[src/rtl/gate_equiv_sweeper.sv]
// gate_equiv_sweeper
//   Sequential equivalence engine for an N-input logic gate. On an accepted
//   start it walks every input minterm 0..2^N-1, one per clock, and for each
//   one evaluates two forms of the selected gate:
//     - the expression (De Morgan) form, reported as ref_bit;
//     - a structural form built only from 2-input NANDs chained over the
//       inputs, reported as gate_bit. An optional fault can invert it at a
//       chosen minterm.
//   It compares the two forms, builds the truth table of the expression form,
//   and counts the minterms where the forms disagree.
//
// Parameters
//   N          number of gate inputs (legal 2..6)
//
// Ports
//   clk        rising-edge clock
//   reset      synchronous active-high reset, priority over everything
//   start      sweep request, sampled only while idle
//   op         0 NAND, 1 NOR, 2 AND, 3 OR, 4 XOR, 5 XNOR (6,7 illegal)
//   fault_en   invert the structural result at fault_idx
//   fault_idx  minterm at which the fault is injected
//   busy       sweep in progress, including the done cycle
//   valid      minterm/vec/ref_bit/gate_bit hold a minterm result
//   minterm    index of the presented minterm
//   vec        applied input vector (equals minterm), MSB = input N-1
//   ref_bit    expression-form result
//   gate_bit   NAND-only structural result after fault injection
//   tt         truth table of ref_bit, bit m = result at minterm m
//   mism_cnt   number of mismatching minterms in the last/current sweep
//   done       one-cycle pulse when the sweep finishes
//   pass       mism_cnt == 0, valid from done until the next accepted start
//   err        one-cycle pulse for a start with an illegal op
//
// All outputs are registered. A sweep accepted at edge k presents minterm 0
// in cycle k+1 together with its truth-table bit and mismatch count.

module gate_equiv_sweeper #(
  parameter int N = 2
) (
  input  logic           clk,
  input  logic           reset,
  input  logic           start,
  input  logic [2:0]     op,
  input  logic           fault_en,
  input  logic [N-1:0]   fault_idx,
  output logic           busy,
  output logic           valid,
  output logic [N-1:0]   minterm,
  output logic [N-1:0]   vec,
  output logic           ref_bit,
  output logic           gate_bit,
  output logic [2**N-1:0] tt,
  output logic [N:0]     mism_cnt,
  output logic           done,
  output logic           pass,
  output logic           err
);

  localparam int TW = 2**N;
  localparam logic [N-1:0] LAST_M = N'(TW - 1);

  typedef enum logic [1:0] {
    S_IDLE,
    S_SWEEP,
    S_DONE
  } state_t;

  // ---------------------------------------------------------------------------
  // Gate evaluation
  // ---------------------------------------------------------------------------
  function automatic logic nand2(input logic a, input logic b);
    return ~(a & b);
  endfunction

  // Expression form, written with De Morgan identities over the inverted inputs.
  function automatic logic ref_eval(input logic [2:0] f, input logic [N-1:0] v);
    case (f)
      3'd0:    return |(~v);
      3'd1:    return &(~v);
      3'd2:    return ~|(~v);
      3'd3:    return ~&(~v);
      3'd4:    return ^v;
      3'd5:    return ~^v;
      default: return 1'b0;
    endcase
  endfunction

  // Structural form: every gate is a 2-input NAND. AND, OR and XOR are built
  // as cascaded chains from input 0 upward; the inverting ops add one NAND
  // wired as an inverter at the end of the chain.
  function automatic logic gate_eval(input logic [2:0] f, input logic [N-1:0] v);
    logic and_c;
    logic or_c;
    logic xor_c;
    logic t;
    and_c = v[0];
    or_c  = v[0];
    xor_c = v[0];
    for (int i = 1; i < N; i++) begin
      t     = nand2(and_c, v[i]);
      and_c = nand2(t, t);
      or_c  = nand2(nand2(or_c, or_c), nand2(v[i], v[i]));
      t     = nand2(xor_c, v[i]);
      xor_c = nand2(nand2(xor_c, t), nand2(v[i], t));
    end
    case (f)
      3'd0:    return nand2(and_c, and_c);
      3'd1:    return nand2(or_c, or_c);
      3'd2:    return and_c;
      3'd3:    return or_c;
      3'd4:    return xor_c;
      3'd5:    return nand2(xor_c, xor_c);
      default: return 1'b0;
    endcase
  endfunction

  // ---------------------------------------------------------------------------
  // State and output registers
  // ---------------------------------------------------------------------------
  state_t          state_q,    state_d;
  logic [2:0]      op_q,       op_d;
  logic            fault_en_q, fault_en_d;
  logic [N-1:0]    fault_idx_q, fault_idx_d;
  logic            busy_q,     busy_d;
  logic            valid_q,    valid_d;
  logic [N-1:0]    minterm_q,  minterm_d;
  logic [N-1:0]    vec_q,      vec_d;
  logic            ref_bit_q,  ref_bit_d;
  logic            gate_bit_q, gate_bit_d;
  logic [TW-1:0]   tt_q,       tt_d;
  logic [N:0]      mism_cnt_q, mism_cnt_d;
  logic            done_q,     done_d;
  logic            pass_q,     pass_d;
  logic            err_q,      err_d;

  // Working values for the minterm presented next.
  logic            present;
  logic [N-1:0]    next_m;
  logic [2:0]      eval_op;
  logic            eval_fen;
  logic [N-1:0]    eval_fidx;
  logic [TW-1:0]   tt_base;
  logic [N:0]      cnt_base;
  logic            r_bit;
  logic            g_bit;

  always_comb begin
    // NOTE: every variable written here gets a default first, so no path can
    // leave one unassigned and infer a latch.
    state_d     = state_q;
    op_d        = op_q;
    fault_en_d  = fault_en_q;
    fault_idx_d = fault_idx_q;
    busy_d      = busy_q;
    valid_d     = 1'b0;
    minterm_d   = minterm_q;
    vec_d       = vec_q;
    ref_bit_d   = ref_bit_q;
    gate_bit_d  = gate_bit_q;
    tt_d        = tt_q;
    mism_cnt_d  = mism_cnt_q;
    done_d      = 1'b0;
    pass_d      = pass_q;
    err_d       = 1'b0;

    present     = 1'b0;
    next_m      = minterm_q + 1'b1;
    eval_op     = op_q;
    eval_fen    = fault_en_q;
    eval_fidx   = fault_idx_q;
    tt_base     = tt_q;
    cnt_base    = mism_cnt_q;
    r_bit       = 1'b0;
    g_bit       = 1'b0;

    case (state_q)
      S_IDLE: begin
        busy_d = 1'b0;
        if (start) begin
          if (op <= 3'd5) begin
            // Latch the configuration and present minterm 0 on the same
            // edge, evaluated from the live inputs being latched.
            state_d     = S_SWEEP;
            busy_d      = 1'b1;
            op_d        = op;
            fault_en_d  = fault_en;
            fault_idx_d = fault_idx;
            pass_d      = 1'b0;
            present     = 1'b1;
            next_m      = '0;
            eval_op     = op;
            eval_fen    = fault_en;
            eval_fidx   = fault_idx;
            tt_base     = '0;
            cnt_base    = '0;
          end else begin
            err_d = 1'b1;
          end
        end
      end

      S_SWEEP: begin
        if (minterm_q == LAST_M) begin
          // Counter holds at TW-1 here; it only restarts at 0 on a new start.
          state_d = S_DONE;
          done_d  = 1'b1;
          pass_d  = (mism_cnt_q == '0);
        end else begin
          present = 1'b1;
        end
      end

      S_DONE: begin
        state_d = S_IDLE;
        busy_d  = 1'b0;
      end

      default: begin
        state_d = S_IDLE;
        busy_d  = 1'b0;
      end
    endcase

    if (present) begin
      r_bit          = ref_eval(eval_op, next_m);
      g_bit          = gate_eval(eval_op, next_m) ^ (eval_fen && (next_m == eval_fidx));
      valid_d        = 1'b1;
      minterm_d      = next_m;
      vec_d          = next_m;
      ref_bit_d      = r_bit;
      gate_bit_d     = g_bit;
      tt_d           = tt_base;
      tt_d[next_m]   = r_bit;
      mism_cnt_d     = cnt_base + (N+1)'(r_bit != g_bit);
    end
  end

  // NOTE: sequential state uses non-blocking assignments so every flop samples
  // the pre-edge values regardless of statement order.
  always_ff @(posedge clk) begin
    if (reset) begin
      state_q     <= S_IDLE;
      op_q        <= '0;
      fault_en_q  <= 1'b0;
      fault_idx_q <= '0;
      busy_q      <= 1'b0;
      valid_q     <= 1'b0;
      minterm_q   <= '0;
      vec_q       <= '0;
      ref_bit_q   <= 1'b0;
      gate_bit_q  <= 1'b0;
      tt_q        <= '0;
      mism_cnt_q  <= '0;
      done_q      <= 1'b0;
      pass_q      <= 1'b0;
      err_q       <= 1'b0;
    end else begin
      state_q     <= state_d;
      op_q        <= op_d;
      fault_en_q  <= fault_en_d;
      fault_idx_q <= fault_idx_d;
      busy_q      <= busy_d;
      valid_q     <= valid_d;
      minterm_q   <= minterm_d;
      vec_q       <= vec_d;
      ref_bit_q   <= ref_bit_d;
      gate_bit_q  <= gate_bit_d;
      tt_q        <= tt_d;
      mism_cnt_q  <= mism_cnt_d;
      done_q      <= done_d;
      pass_q      <= pass_d;
      err_q       <= err_d;
    end
  end

  assign busy     = busy_q;
  assign valid    = valid_q;
  assign minterm  = minterm_q;
  assign vec      = vec_q;
  assign ref_bit  = ref_bit_q;
  assign gate_bit = gate_bit_q;
  assign tt       = tt_q;
  assign mism_cnt = mism_cnt_q;
  assign done     = done_q;
  assign pass     = pass_q;
  assign err      = err_q;

endmodule

[config.mk]
export PLATFORM = sky130hd
export DESIGN_NAME = gate_equiv_sweeper
export DESIGN_NICKNAME = d
export VERILOG_FILES = /design/src/rtl/gate_equiv_sweeper.sv
export SDC_FILE = /design/constraint.sdc
export NUM_CORES = 1
export LEC_CHECK = 0
export CORE_UTILIZATION = 50
export DETAILED_ROUTE_END_ITERATION = 6
export DONT_BUFFER_PORTS = 1
export GPL_TIMING_DRIVEN = 0
export PLACE_DENSITY_LB_ADDON = 0.12
export REMOVE_ABC_BUFFERS = 1
export SETUP_SLACK_MARGIN = 0.02
export SYNTH_ARGS = -nofsm -noshare
export SYNTH_HDL_FRONTEND = slang
export SYNTH_SLANG_ARGS = --single-unit
[constraint.sdc]
create_clock -name clk -period 5.4 [get_ports clk]
set_input_delay 0.81 -clock clk [delete_from_list [all_inputs] [get_ports clk]]
set_output_delay 0.81 -clock clk [all_outputs]
set_load 0.1 [all_outputs]
==> results.json <==
{
  "portBuffers": 0,
  "finClkSkew_ns": 0.00214,
  "setup.worst_path.class": "input port to flip-flop",
  "tns_ns": 0,
  "postRouteAntennaNets": 0,
  "maxSlewViolCount": 0,
  "netlist_area_mm2": 0.00125,
  "holdBufCountCts": 0,
  "drt_iter0_drc": 18,
  "cp.required_ns": 5.65,
  "hold_violations": 0,
  "endpoint_kind": "flip-flop",
  "place.gp.congestion": 0.704,
  "drc": 0,
  "grt_max_degree": 22,
  "seq_area_frac_synth": 0.383,
  "drv_cap": 0,
  "min_period_ns": 3.08,
  "clockPowerShare": 0.186,
  "synth_edf_count": 0,
  "p_sw_w": 0.000158,
  "cts.sinks": 24,
  "routed_wl_mm": 2.37,
  "ios": 27,
  "post_cts_buffers": 0,
  "core_mm2": 0.00230,
  "min_period_over_period": 0.571,
  "areaGrowthSynthToFinish_pct": 5.59,
  "layout.nets": 158,
  "syn_avg_cell_area_um2": 9.02,
  "grt_pass1_wl_mm": 4.01,
  "overflow": 0,
  "clk_path_buf_depth": 2,
  "ir_worst_vdd_mv": 0.187,
  "clock_latency_ns": 0.31,
  "placed_cell_area_mm2": 0.00130,
  "cts_buffers": 3,
  "row_count": 17,
  "gr-usage-all-layers": 0.199,
  "ys_ff_latch": 24,
  "ys_warn_count": 0,
  "cp.arrival_ns": 3.33,
  "grt_pass1_vias": 946,
  "worstSetupStartpointType": "input port",
  "dp.cells": 165,
  "drive_gt1_frac": 0.100,
  "drt_first_pass_iters": 2,
  "clk_pin_slew_ns": 0.12,
  "pwr_density_cell_mw_per_mm2": 309,
  "slew_headroom": 0.310,
  "synth-main-ff-cell": "dfxtp_1",
  "vias_per_cell": 5.78,
  "layout_common_cells": "22 x dfxtp_1, 19 x nor2_1, 14 x nand2_1",
  "die_width_um": 52.1,
  "routedWlPerCell_um": 14.1,
  "dieArea_mm2": 0.00271,
  "antennaDiodeCount": 0,
  "cp_max_fo": 11,
  "syn_inst": 139,
  "grt_setup_unrepaired": "no",
  "status": "finished clean",
  "cts_tree": "built",
  "fp.dieH_um": 52.1,
  "power.total_w": 0.000409,
  "synth_async_sr_flop_share": 0,
  "netSwitchingFraction": 0.386,
  "mostFrequentLayoutCell": "dfxtp_1",
  "p_int_w": 0.000251,
  "power_frac_comb": 0.223,
  "dp.final_hpwl_mm": 1.79,
  "hold_class": "flip-flop to flip-flop",
  "cts_resized": 0,
  "htreeDepth": 1,
  "setup_viol": 0,
  "dr_total_vias": 971,
  "worstMarginPinSlew_ns": 1.03,
  "fmax_mhz": 324,
  "start_util": 0.546,
  "hold_slack_ns": 0.467,
  "seq_power_share": 0.591,
  "design_area_mm2": 0.00132,
  "synth_cell_types": 39,
  "fin_cells": 168,
  "ctsRootBufferMaster": "clkbuf_4",
  "antenna_found_initial": 0,
  "p_leak_nw": 0.544
}
-- area by class of cell --
type,instances,area (µm²)
clock buffer,3,22.5
inverter,5,18.8
tap,28,35.0
fill,226,973
timing repair buffer,4,47.5
multi-input combinational,104,717
sequential,24,483
-- worst max-delay path, cell delays in order --
cell and delay (ns):
or3b_4 0.39, a21oi_2 0.44, nor2_1 0.18, ha_1 0.37, xor2_1 0.16, nand2_1 0.08
xnor2_1 0.13, ha_1 0.21, ha_1 0.20, a21oi_1 0.13, nand2_1 0.07, a21oi_1 0.17
-- registers in the layout (all words and copies together), names as in the netlist, 2 cells and up --
name	cells
op_q	3
mism_cnt	3
state_q	2
vec	2
fault_idx_q	2
tt	4
-- power groups by stage --
stage	sequential, W	combinational [W]	clock [W]
finish	0.000242	0.0000913	0.0000762
global route	0.000243	0.000102	0.0000847
CTS	0.000242	0.0000922	0.0000789
detailed placement	0.000246	0.0000917	0
global placement	0.000256	0.0000747	0
floorplan	0.000254	0.0000639	0
-- path summary, 6_finish.rpt --
path,from,end,slack (ns),cells after the start
worst min-delay path,fault_en_q,fault_en_q,0.47,2
worst max-delay path,start,mism_cnt[2],2.32,12
worst min register to register,fault_en_q,fault_en_q,0.47,2
worst max register to register,state_q[1],mism_cnt[2],2.35,12
-- through the flow --
stage | setup slack [ns] | utilization
after floorplan | 1.67 | -
after CTS | 2.30 | 0.576
after global placement | 1.49 | 0.545
final | 2.32 | 0.576
after detailed placement | 1.98 | 0.566
after global routing | 2.07 | 0.576
-- cell families (layout without fill, tap and decap cells) --
family,Yosys count,in the layout,share of synthesized area
AO/OA/AOI/OAI,27,27,0.158
XOR/XNOR,7,7,0.0489
multiplexers,6,6,0.0579
AND/OR/NAND/NOR,57,57,0.238
buffers and inverters,11,12,0.0449
flip-flops,24,24,0.383
adder cells (fa/ha/maj),7,7,0.0699
-- per-layer routing --
| layer | track usage | vias to the layer above | part of all wire |
|---|---|---|---|
| li1 | - | 487 | - |
| met1 | 0.263 | 460 | 0.47 |
| met2 | 0.323 | 21 | 0.47 |
| met3 | 0.0322 | 3 | 0.046 |
| met4 | 0.0721 | 0 | 0.0097 |
| met5 | 0 | - | 0 |
-- Yosys cell counts (all sizes together) (2+ instances only) --
master   n  share of area
dfxtp   24           0.38
nor2    19          0.057
nand2   15          0.051
a21oi    7          0.031
ha       7          0.070
mux2i    6          0.058
inv      5          0.015
xnor2    5          0.035
a21boi   4          0.024
a32o     4          0.032
buf      4          0.024
nand2b   4          0.020
nor2b    4          0.020
nor3     4          0.016
and2     3          0.017
a31oi    2          0.010
clkbuf   2         0.0060
nor4     2          0.010
nor4b    2          0.014
o22ai    2          0.010
xor2     2          0.014
(Power assumes the default switching activity.)
